$ cat src/rtl/uart_rx_oversample_pkg.sv
// Shared UART definitions: frame geometry, receiver FSM state encoding and
// the 2-of-3 vote used to de-noise line samples.
package uart_rx_oversample_pkg;

  // Oversample ticks per bit; the bit counter runs 0..OSR-1.
  localparam int OSR         = 16;
  // Centre sample index; votes are taken at SAMPLE_MID-1, SAMPLE_MID and SAMPLE_MID+1.
  localparam int SAMPLE_MID  = 8;
  // Data bits per frame, LSB first on the line.
  localparam int DATA_BITS   = 8;
  // Flip-flops in each input synchroniser.
  localparam int SYNC_STAGES = 2;

  // Receiver states, 2-bit encoded so the encoding is the same in every UART block.
  typedef enum logic [1:0] {
    ST_IDLE  = 2'd0,
    ST_START = 2'd1,
    ST_DATA  = 2'd2,
    ST_STOP  = 2'd3
  } rx_state_e;

  // Majority of three samples: a single-sample spike can never flip the result.
  function automatic logic maj3(input logic a, input logic b, input logic c);
    return (a & b) | (a & c) | (b & c);
  endfunction

endpackage

$ cat src/rtl/uart_rx_oversample_sync.sv
// Multi-flop synchroniser with a rising-edge detector on its output.
// Used for the baud square wave (edge output becomes the oversample tick) and
// for the serial line (level output only).
module uart_rx_sync #(
  parameter int   STAGES    = 2,
  parameter logic RESET_VAL = 1'b1
) (
  input  logic sys_clk_i,
  input  logic rst_n_baud,
  input  logic d,
  output logic level,
  output logic rise
);

  logic [STAGES-1:0] chain;
  logic              prev;

  // Shift the asynchronous input through the chain and remember the last synced level.
  // Resetting to the idle level keeps a released reset from looking like an edge.
  always_ff @(posedge sys_clk_i or negedge rst_n_baud) begin
    if (!rst_n_baud) begin
      chain <= {STAGES{RESET_VAL}};
      prev  <= RESET_VAL;
    end else begin
      chain <= {chain[STAGES-2:0], d};
      prev  <= chain[STAGES-1];
    end
  end

  assign level = chain[STAGES-1];
  assign rise  = level & ~prev;

endmodule

$ cat src/rtl/uart_rx_oversample.sv
// 8N1 UART receiver running on the system clock. The 16x oversample square
// wave from the baud generator is synchronised and its rising edge used as a
// one-cycle tick; all framing work happens on tick cycles only. Each bit is
// decided by a 2-of-3 vote around the bit centre, and finished bytes are
// handed out through a valid/ready holding register with framing and overrun
// flags.
module uart_rx_oversample
  import uart_rx_oversample_pkg::*;
#(
  parameter int OSR         = uart_rx_oversample_pkg::OSR,
  parameter int SAMPLE_MID  = uart_rx_oversample_pkg::SAMPLE_MID,
  parameter int DATA_BITS   = uart_rx_oversample_pkg::DATA_BITS,
  parameter int SYNC_STAGES = uart_rx_oversample_pkg::SYNC_STAGES
) (
  input  logic                 sys_clk_i,
  input  logic                 rst_n_baud,
  input  logic                 baud_clk_i,
  input  logic                 rx_i,
  output logic [DATA_BITS-1:0] rx_data_o,
  output logic                 rx_valid_o,
  input  logic                 rx_ready_i,
  output logic                 frame_err_o,
  output logic                 overrun_o,
  output logic                 busy_o
);

  localparam int OS_W  = $clog2(OSR);
  localparam int BIT_W = $clog2(DATA_BITS);

  localparam logic [OS_W-1:0]  OS_LAST  = OS_W'(OSR - 1);
  localparam logic [OS_W-1:0]  SMP_LO   = OS_W'(SAMPLE_MID - 1);
  localparam logic [OS_W-1:0]  SMP_MID  = OS_W'(SAMPLE_MID);
  localparam logic [OS_W-1:0]  SMP_HI   = OS_W'(SAMPLE_MID + 1);
  localparam logic [BIT_W-1:0] BIT_LAST = BIT_W'(DATA_BITS - 1);

  // ---------------------------------------------------------------------------
  // Input synchronisers
  // ---------------------------------------------------------------------------
  logic tick;
  logic rx_s;
  logic baud_level_unused;
  logic rx_rise_unused;

  uart_rx_sync #(
    .STAGES    (SYNC_STAGES),
    .RESET_VAL (1'b1)
  ) u_baud_sync (
    .sys_clk_i  (sys_clk_i),
    .rst_n_baud (rst_n_baud),
    .d          (baud_clk_i),
    .level      (baud_level_unused),
    .rise       (tick)
  );

  // The line only needs its level; its edge output is deliberately left unused.
  uart_rx_sync #(
    .STAGES    (SYNC_STAGES),
    .RESET_VAL (1'b1)
  ) u_rx_sync (
    .sys_clk_i  (sys_clk_i),
    .rst_n_baud (rst_n_baud),
    .d          (rx_i),
    .level      (rx_s),
    .rise       (rx_rise_unused)
  );

  // ---------------------------------------------------------------------------
  // Framing state
  // ---------------------------------------------------------------------------
  rx_state_e            state;
  logic [OS_W-1:0]      os_cnt;
  logic [BIT_W-1:0]     bit_cnt;
  logic [2:0]           smp;      // samples at SMP_LO, SMP_MID, SMP_HI
  logic [DATA_BITS-1:0] shift;

  // Start and data bits are decided at the end of the bit, when all three
  // samples are latched. The stop bit is decided on the tick that takes its
  // third sample, so that sample comes straight from the line.
  logic bit_vote;
  logic stop_vote;
  logic complete;

  assign bit_vote  = maj3(smp[0], smp[1], smp[2]);
  assign stop_vote = maj3(smp[0], smp[1], rx_s);
  assign complete  = tick && (state == ST_STOP) && (os_cnt == SMP_HI);

  // Receiver FSM: advances only on oversample ticks, busy_o registered alongside the state.
  // NOTE: every register in a clocked block is assigned with <= so all of them
  // see the pre-edge values of each other, exactly like the flops they become.
  always_ff @(posedge sys_clk_i or negedge rst_n_baud) begin
    if (!rst_n_baud) begin
      state   <= ST_IDLE;
      os_cnt  <= '0;
      bit_cnt <= '0;
      smp     <= '0;
      shift   <= '0;
      busy_o  <= 1'b0;
    end else if (tick) begin
      if (state != ST_IDLE) begin
        if (os_cnt == SMP_LO)  smp[0] <= rx_s;
        if (os_cnt == SMP_MID) smp[1] <= rx_s;
        if (os_cnt == SMP_HI)  smp[2] <= rx_s;
      end

      unique case (state)
        ST_IDLE: begin
          if (!rx_s) begin
            state  <= ST_START;
            os_cnt <= '0;
            busy_o <= 1'b1;
          end
        end

        ST_START: begin
          if (os_cnt == OS_LAST) begin
            os_cnt <= '0;
            if (bit_vote) begin
              // Line was back high at the centre: a glitch, not a start bit.
              state  <= ST_IDLE;
              busy_o <= 1'b0;
            end else begin
              state   <= ST_DATA;
              bit_cnt <= '0;
            end
          end else begin
            os_cnt <= os_cnt + 1'b1;
          end
        end

        ST_DATA: begin
          if (os_cnt == OS_LAST) begin
            os_cnt <= '0;
            shift  <= {bit_vote, shift[DATA_BITS-1:1]};
            if (bit_cnt == BIT_LAST) begin
              state <= ST_STOP;
            end else begin
              bit_cnt <= bit_cnt + 1'b1;
            end
          end else begin
            os_cnt <= os_cnt + 1'b1;
          end
        end

        ST_STOP: begin
          if (os_cnt == SMP_HI) begin
            // Leave half a bit early so the next start edge is caught on time.
            state  <= ST_IDLE;
            os_cnt <= '0;
            busy_o <= 1'b0;
          end else begin
            os_cnt <= os_cnt + 1'b1;
          end
        end

        default: begin
          state  <= ST_IDLE;
          busy_o <= 1'b0;
        end
      endcase
    end
  end

  // ---------------------------------------------------------------------------
  // Holding register and handshake
  // ---------------------------------------------------------------------------

  // Load completed bytes when the holder is free (or being emptied this cycle),
  // otherwise keep the old byte and flag the loss; flags are single-cycle pulses.
  always_ff @(posedge sys_clk_i or negedge rst_n_baud) begin
    if (!rst_n_baud) begin
      rx_data_o   <= '0;
      rx_valid_o  <= 1'b0;
      frame_err_o <= 1'b0;
      overrun_o   <= 1'b0;
    end else begin
      frame_err_o <= complete && !stop_vote;
      overrun_o   <= complete && rx_valid_o && !rx_ready_i;

      if (complete && (!rx_valid_o || rx_ready_i)) begin
        rx_data_o  <= shift;
        rx_valid_o <= 1'b1;
      end else if (rx_valid_o && rx_ready_i) begin
        rx_valid_o <= 1'b0;
      end
    end
  end

endmodule
$ cat config.mk
export PLATFORM = sky130hd
export DESIGN_NAME = uart_rx_oversample
export DESIGN_NICKNAME = d
export VERILOG_FILES = /design/src/rtl/uart_rx_oversample_pkg.sv /design/src/rtl/uart_rx_oversample_sync.sv /design/src/rtl/uart_rx_oversample.sv
export SDC_FILE = /design/constraint.sdc
export NUM_CORES = 1
export LEC_CHECK = 0
export ABC_AREA = 1
export BUFFER_PORTS_ARGS = -buffer_cell sky130_fd_sc_hd__buf_2
export CORE_MARGIN = 5
export CORE_UTILIZATION = 57
export CTS_CLUSTER_SIZE = 40
export DETAILED_ROUTE_END_ITERATION = 10
export PLACE_DENSITY = 0.76
export SYNTH_ARGS = -nofsm -noshare
export SYNTH_HDL_FRONTEND = slang
export SYNTH_SLANG_ARGS = --single-unit
export TNS_END_PERCENT = 100
$ cat constraint.sdc
create_clock -name sys_clk_i -period 2.04 [get_ports sys_clk_i]
set_input_delay 0.612 -clock sys_clk_i [delete_from_list [all_inputs] [get_ports sys_clk_i]]
set_output_delay 0.612 -clock sys_clk_i [all_outputs]
set_load 0.02 [all_outputs]
==> results of run 1 <==
sequential cells by signal, summed over array words and instances (netlist names), named ones only:
name and cells:
rx_valid_o 1, busy_o 1, bit_cnt 3, u_rx_sync.chain 2, u_baud_sync.prev 1, u_baud_sync.chain 2
os_cnt 4, shift 8, frame_err_o 1, overrun_o 1, rx_data_o 8, state 1
smp 3
logic make-up (layout without fill, tap and decap cells):
group	Yosys count	in the layout	synth area share [%]
simple gates	77	77	20.71
flops	37	37	53.21
compound gates	33	33	11.79
buf+inv	27	51	6.643
fa+ha+maj	10	10	7.143
xor+xnor	1	1	0.5001
worst max-delay path: stages, from the launching register on:
cell	delay [ns]
dfrtp_1	0.45
inv_1	0.13
ha_1	0.32
inv_2	0.10
nor3_4	0.17
buf_4	0.23
nand2_1	0.07
o21ai_0	0.11
cell usage in the layout (no fill, tap or decap):
| cell type | count |
|---|---|
| a21oi_1 | 4 |
| dfrtp_1 | 32 |
| or2_2 | 1 |
| buf_2 | 16 |
| dfstp_2 | 5 |
| buf_4 | 2 |
| nand4_1 | 4 |
| nor3_2 | 1 |
| ha_1 | 10 |
| clkbuf_4 | 5 |
| o21ai_1 | 2 |
| clkbuf_8 | 1 |
| a21boi_0 | 1 |
| nand3_1 | 6 |
| nand3_2 | 2 |
| nor2_1 | 10 |
| inv_1 | 24 |
| nor2_4 | 2 |
| nand2_2 | 3 |
| clkinv_2 | 1 |
| nor3_4 | 1 |
| xor2_1 | 1 |
| clkinv_4 | 1 |
| o22ai_1 | 1 |
| o21ai_2 | 10 |
| nand2_1 | 47 |
| inv_2 | 1 |
| o21ai_0 | 15 |
per-stage QoR:
stage	utilization, %	area (µm²)	total power [mW]	hold slack (ns)
after floorplan	-	1752	1.248	0.3164
after global placement	62.13	1866	1.356	0.3485
after detailed placement	62.13	1866	1.388	0.3488
after CTS	64.29	1931	1.812	0.2970
after global routing	64.29	1931	1.922	0.3180
final	64.29	1931	1.790	0.2916
worst min-delay path by stage:
stage / cells past startpoint / to / slack, ns / startpoint
final: 2 / os_cnt[0]$_DFFE_PN0P_ / 0.29 / rst_n_baud
after floorplan: 0 / async pin / 0.32 / rst_n_baud
after global routing: 2 / shift[3]$_DFFE_PN0P_ / 0.32 / rst_n_baud
after detailed placement: 0 / u_rx_sync.chain[1]$_DFF_PN1_ / 0.35 / u_rx_sync.chain[0]$_DFF_PN1_
after global placement: 0 / u_baud_sync.chain[1]$_DFF_PN1_ / 0.35 / u_baud_sync.chain[0]$_DFF_PN1_
after CTS: 2 / smp[0]$_DFFE_PN0P_ / 0.30 / rst_n_baud
routing by layer:
| metal | wire (µm) | global-route usage (%) | vias to the layer above |
|---|---|---|---|
| li1 | - | - | 637 |
| met3 | 117 | 4.103 | 5 |
| met5 | 0 | 0 | - |
| met2 | 1471 | 26.93 | 25 |
| met1 | 1402 | 22.38 | 586 |
| met4 | 44 | 7.772 | 0 |
cell type report:
type / instances / area (µm²)
multi-input cells: 121 / 703.2
inverters: 25 / 93.84
clock buffers: 6 / 51.30
flip-flops and latches: 37 / 932.1
repair buffers: 18 / 95.09
well taps: 33 / 41.29
fillers: 269 / 1072
clock inverters: 2 / 13.76
power groups by stage:
stage                     clock network, mW  logic, mW  registers [mW]
final                                 0.413      0.508           0.869
after global routing                  0.461      0.581           0.880
after floorplan                           0      0.365           0.883
after detailed placement                  0      0.506           0.882
after CTS                             0.429      0.514           0.869
after global placement                    0      0.478           0.878
==> impl_metrics.env, run 1 <==
export IMPL_pre_cts_ws_ns=0.4103
export IMPL_ff2ff_setup_slack_ns=0.37
export IMPL_core_area_mm2=0.003003
export IMPL_clk_pin_slew_ns=0.11
export IMPL_worstSkewPairLatency_ns=0.34
export IMPL_vias=1253
export IMPL_worstSetupStartpointType="register"
export IMPL_start_util_pct=58.33
export IMPL_gp_congestion=0.7583
export IMPL_cp_endpoint="shift[3]$_DFFE_PN0P_"
export IMPL_pwr_share_seq_pct=48.6
export IMPL_worst_setup_path_end_kind="register"
export IMPL_nets=223
export IMPL_place_hpwl_um=2212
export IMPL_yosys_most_used_dff="dfrtp_1"
export IMPL_fin_tns_setup_ns=0
export IMPL_combPwrFrac_pct=28.4
export IMPL_layout_cells_non_filler=242
export IMPL_grt_max_degree=38
export IMPL_ff2ff_path_depth=7
export IMPL_clkPwrFrac_pct=23.1
export IMPL_synth_largest_area_cell="dfrtp_1"
export IMPL_ctsResizeCount=0
export IMPL_tightest_slew_ns=0.4500
export IMPL_grt_setup_unrepaired="no"
export IMPL_critPathKind="register to register"
export IMPL_cts_path_max_buffers=2
export IMPL_drt_initial_drc_count=86
export IMPL_area_delta_synth_final_pct=10.21
export IMPL_swShare_pct=35.75
export IMPL_yosysMostFrequentCell="nand2_1"
export IMPL_fp_row_count=20
export IMPL_grt_pass1_vias=1246
export IMPL_setup_ws_ns=0.3686
export IMPL_boundaryPins=17
export IMPL_synth_edff_count=0
export IMPL_ir_worst_vdd_mv=0.4607
export IMPL_synth_seq_cells=37
export IMPL_holdBufCountCts=0
export IMPL_seq_area_frac_synth_pct=53.21
export IMPL_grtUsageTotal_pct=17.13
export IMPL_maxSlewHeadroom_pct=70.00
export IMPL_fin_crit_sh_pct=81.93
export IMPL_dieArea_mm2=0.004282
export IMPL_synthCells=185
export IMPL_h_tree_depth=2
export IMPL_n_antenna_cell=0
export IMPL_max_freq_mhz=598.3
export IMPL_power_internal_mw=1.150
export IMPL_post_cts_buffers=0
export IMPL_syn_area_per_cell_um2=9.469
export IMPL_synth_area_leaders="dfrtp_1, nand2_1, dfstp_2"
export IMPL_hold_path_class="input port to async pin"
export IMPL_overflow=0
export IMPL_r2r_start="state[0]$_DFFE_PN0P_"
export IMPL_dp_cells=234
export IMPL_required_ns=2.29
export IMPL_viasPerCell=5.178
export IMPL_status="complete, no violations"
export IMPL_syn_num_nets=200
export IMPL_yosysWarnings=0
export IMPL_power_switching_uw=640.0
export IMPL_ys_types=23
export IMPL_cts_tree="yes"
export IMPL_min_period_ns=1.671
export IMPL_finalWirelength_um=3035
export IMPL_r2r_end="shift[3]$_DFFE_PN0P_"
export IMPL_io_buffer_count=16
export IMPL_antenna_left=0
export IMPL_routedWlPerCell_um=12.54
export IMPL_cts_buffers=5
export IMPL_ys_top_cells_by_count="nand2_1, dfrtp_1, inv_1"
export IMPL_antenna_found_initial=0
export IMPL_die_y_um=65.44
export IMPL_grt_pass1_wl_um=5595
export IMPL_synth_top_area_share_pct=45.71
export IMPL_drc_errors=0
export IMPL_cts_root_buf="clkbuf_4"
export IMPL_p_per_area_mw_per_mm2=927.3
export IMPL_worstPathArrival_ns=1.92
export IMPL_setup_viol_count_final=0
export IMPL_fin_skew_ns=0.006531
export IMPL_synthArstFlopShare_pct=100.0
export IMPL_drt_pass1_iter_count=4
export IMPL_crit_fanout=16
export IMPL_drv_cap=0
export IMPL_synthesis_area_mm2=0.001752
export IMPL_cts_sinks=37
export IMPL_report_final_slew_viol_count=0
export IMPL_die_x_um=65.44
export IMPL_cp_startpoint="state[0]$_DFFE_PN0P_"
export IMPL_leakagePower_nw=0.9555
export IMPL_layout_drive_gt1_share_pct=24.88
export IMPL_finalHoldViolCount=0
No activity file was read; power rests on OpenSTA's default activity.
==> inputs of run 2 (changes only) <==
Settings changed: CORE_UTILIZATION 57 to 52, PLACE_DENSITY 0.76 to 0.73.
Clock period 2.04 ns to 1.5 ns, I/O delays scaled along.
==> run 2 against run 1 <==
Compared with the run above: count of clock-buffer cells in the layout down 1; critical path depth unchanged; setup slack worse by 0.35 ns; first-iteration DRC count down 49%; maximum frequency up 13%; routed wire length up 13%; largest power group unchanged; highest routed layer unchanged.
==> impl_metrics.env, run 2 (synthesized netlist as in run 1, its figures left out) <==
export IMPL_grt_max_degree=23
export IMPL_path_cells="inv_2 > ha_4 > nand3_4 > nor3_4 > nand2_4 > nand2_2 > o21ai_2"
export IMPL_leakagePower_nw=1.066
export IMPL_worstSetupStartpointType="register"
export IMPL_max_freq_mhz=674.0
export IMPL_cp_endpoint="rx_data_o[1]$_DFFE_PN0P_"
export IMPL_dp_cells=255
export IMPL_hold_path_class="input port to async pin"
export IMPL_cts_buffers=5
export IMPL_cts_sinks=37
export IMPL_nets=238
export IMPL_io_buffer_count=16
export IMPL_n_antenna_cell=0
export IMPL_finalWirelength_um=3435
export IMPL_routedWlPerCell_um=12.72
export IMPL_required_ns=1.75
export IMPL_die_y_um=68.04
export IMPL_r2r_start="os_cnt[1]$_DFFE_PN0P_"
export IMPL_ir_worst_vdd_mv=1.068
export IMPL_report_final_slew_viol_count=0
export IMPL_area_delta_synth_final_pct=29.64
export IMPL_slowest_delay_ns=0.43
export IMPL_place_hpwl_um=2303
export IMPL_antenna_found_initial=0
export IMPL_grtUsageTotal_pct=15.23
export IMPL_layout_cells_non_filler=270
export IMPL_min_period_ns=1.484
export IMPL_antenna_left=0
export IMPL_maxSlewHeadroom_pct=74.06
export IMPL_cp_startpoint="os_cnt[1]$_DFFE_PN0P_"
export IMPL_mostFrequentLayoutCells="nand2_1, dfrtp_1, inv_1"
export IMPL_worstPathArrival_ns=1.74
export IMPL_final_area_mm2=0.002271
export IMPL_holdBufCountCts=0
export IMPL_worst_setup_path_end_kind="register"
export IMPL_boundaryPins=17
export IMPL_cts_root_buf="clkbuf_4"
export IMPL_core_area_mm2=0.003311
export IMPL_layout_drive_gt1_share_pct=41.07
export IMPL_fin_skew_ns=0.01282
export IMPL_vias=1327
export IMPL_clk_pin_slew_ns=0.11
export IMPL_fin_crit_sh_pct=98.92
export IMPL_largestRegisters="rx_data_o: 8 flops, shift: 8 flops, os_cnt: 4 flops"
export IMPL_ff2ff_path_depth=7
export IMPL_grt_setup_unrepaired="yes"
export IMPL_overflow=0
export IMPL_drt_initial_drc_count=44
export IMPL_crit_fanout=8
export IMPL_drv_cap=0
export IMPL_setup_viol_count_final=0
export IMPL_mostFrequentLayoutCell="nand2_1"
export IMPL_grt_pass1_vias=1245
export IMPL_cts_path_max_buffers=2
export IMPL_final_core_utilization_pct=68.59
export IMPL_crit_slowest_cell="dfrtp_1"
export IMPL_fin_hold_ws_ns=0.001636
export IMPL_gp_congestion=0.8420
export IMPL_status="complete, no violations"
export IMPL_ff2ff_setup_slack_ns=0.02
export IMPL_viasPerCell=4.915
export IMPL_h_tree_depth=2
export IMPL_placed_cell_area_mm2=0.001967
export IMPL_drc_errors=0
export IMPL_start_util_pct=52.91
export IMPL_die_x_um=68.04
export IMPL_finalHoldViolCount=0
export IMPL_fp_row_count=21
export IMPL_worstSkewPairLatency_ns=0.36
export IMPL_grt_pass1_wl_um=5237
export IMPL_r2r_end="rx_data_o[1]$_DFFE_PN0P_"
export IMPL_drt_pass1_iter_count=4
export IMPL_p_per_area_mw_per_mm2=1399
export IMPL_cts_tree="yes"
export IMPL_dieArea_mm2=0.004629
export IMPL_tightest_slew_ns=0.3891
export IMPL_critPathKind="register to register"
==> run 2: cell count changes in the layout (fill, tap and decap cells not counted), sizes merged <==
cell / change
buf: +14
bufinv: +2
clkinv: -2
clkbuf: -1
inv: +1
nand2: +1
==> run 2: routing by layer <==
| layer | up-vias | track usage, % | wire length, µm |
|---|---|---|---|
| met5 | - | 0 | 0 |
| met4 | 0 | 7.196 | 48 |
| met3 | 7 | 5.583 | 144 |
| met2 | 15 | 24.79 | 1728 |
| met1 | 636 | 17.75 | 1514 |
| li1 | 669 | - | - |
==> run 2: timing repair <==
item	4_1_cts	5_1_grt
setup buffers	1	5
endpoints found under the setup margin	11	27
pin swaps	1	14
gates resized for setup	4	36
cloned	0	1
==> run 2: worst min-delay path by stage <==
stage,startpoint,endpoint,slack [ns],cells after the start
after CTS,rst_n_baud,os_cnt[2]$_DFFE_PN0P_,0.004,1
final,rst_n_baud,os_cnt[3]$_DFFE_PN0P_,0.002,1
after detailed placement,u_baud_sync.chain[0]$_DFF_PN1_,u_baud_sync.chain[1]$_DFF_PN1_,0.35,0
after global placement,u_baud_sync.chain[0]$_DFF_PN1_,u_baud_sync.chain[1]$_DFF_PN1_,0.35,0
after global routing,rst_n_baud,os_cnt[1]$_DFFE_PN0P_,0.005,1
after floorplan,rst_n_baud,async pin,0.15,0
==> run 2: power by group <==
group          switching, mW  internal, mW  total (mW)  leakage, nW
combinational          0.596         0.491        1.09        0.519
sequential             0.109          1.10        1.21        0.491
clock                  0.356         0.524       0.880       0.0558
total                   1.06          2.12        3.18         1.07
==> run 2: final cells by class <==
class | instances | area, µm²
timing repair buffer | 32 | 229.0
fill | 269 | 1040
multi-input combinational | 122 | 847.1
inverter | 25 | 96.34
sequential | 37 | 934.6
clock inverter | 3 | 68.82
tap | 46 | 57.56
clock buffer | 5 | 37.54
==> run 2: worst max-delay path, delay by kind of cell, from the launching register on <==
family / cells / cell delay (ns)
buffers and inverters: 1 / 0.09
AOI/OAI and AO/OA: 1 / 0.05
adders and majority gates: 1 / 0.15
DFF: 1 / 0.43
and+or+nand+nor: 4 / 0.66
==> run 2: through the flow <==
step           power, mW  worst slack [ns]  setup TNS (ns)
2_1_floorplan      1.697          0.003200               0
3_3_place_gp       1.937         -0.006958        -0.01866
3_5_place_dp       1.970          -0.06841         -0.5064
4_1_cts            2.885         -0.003032       -0.003436
5_1_grt            3.367          -0.07594         -0.5652
6_report           3.176           0.01624               0
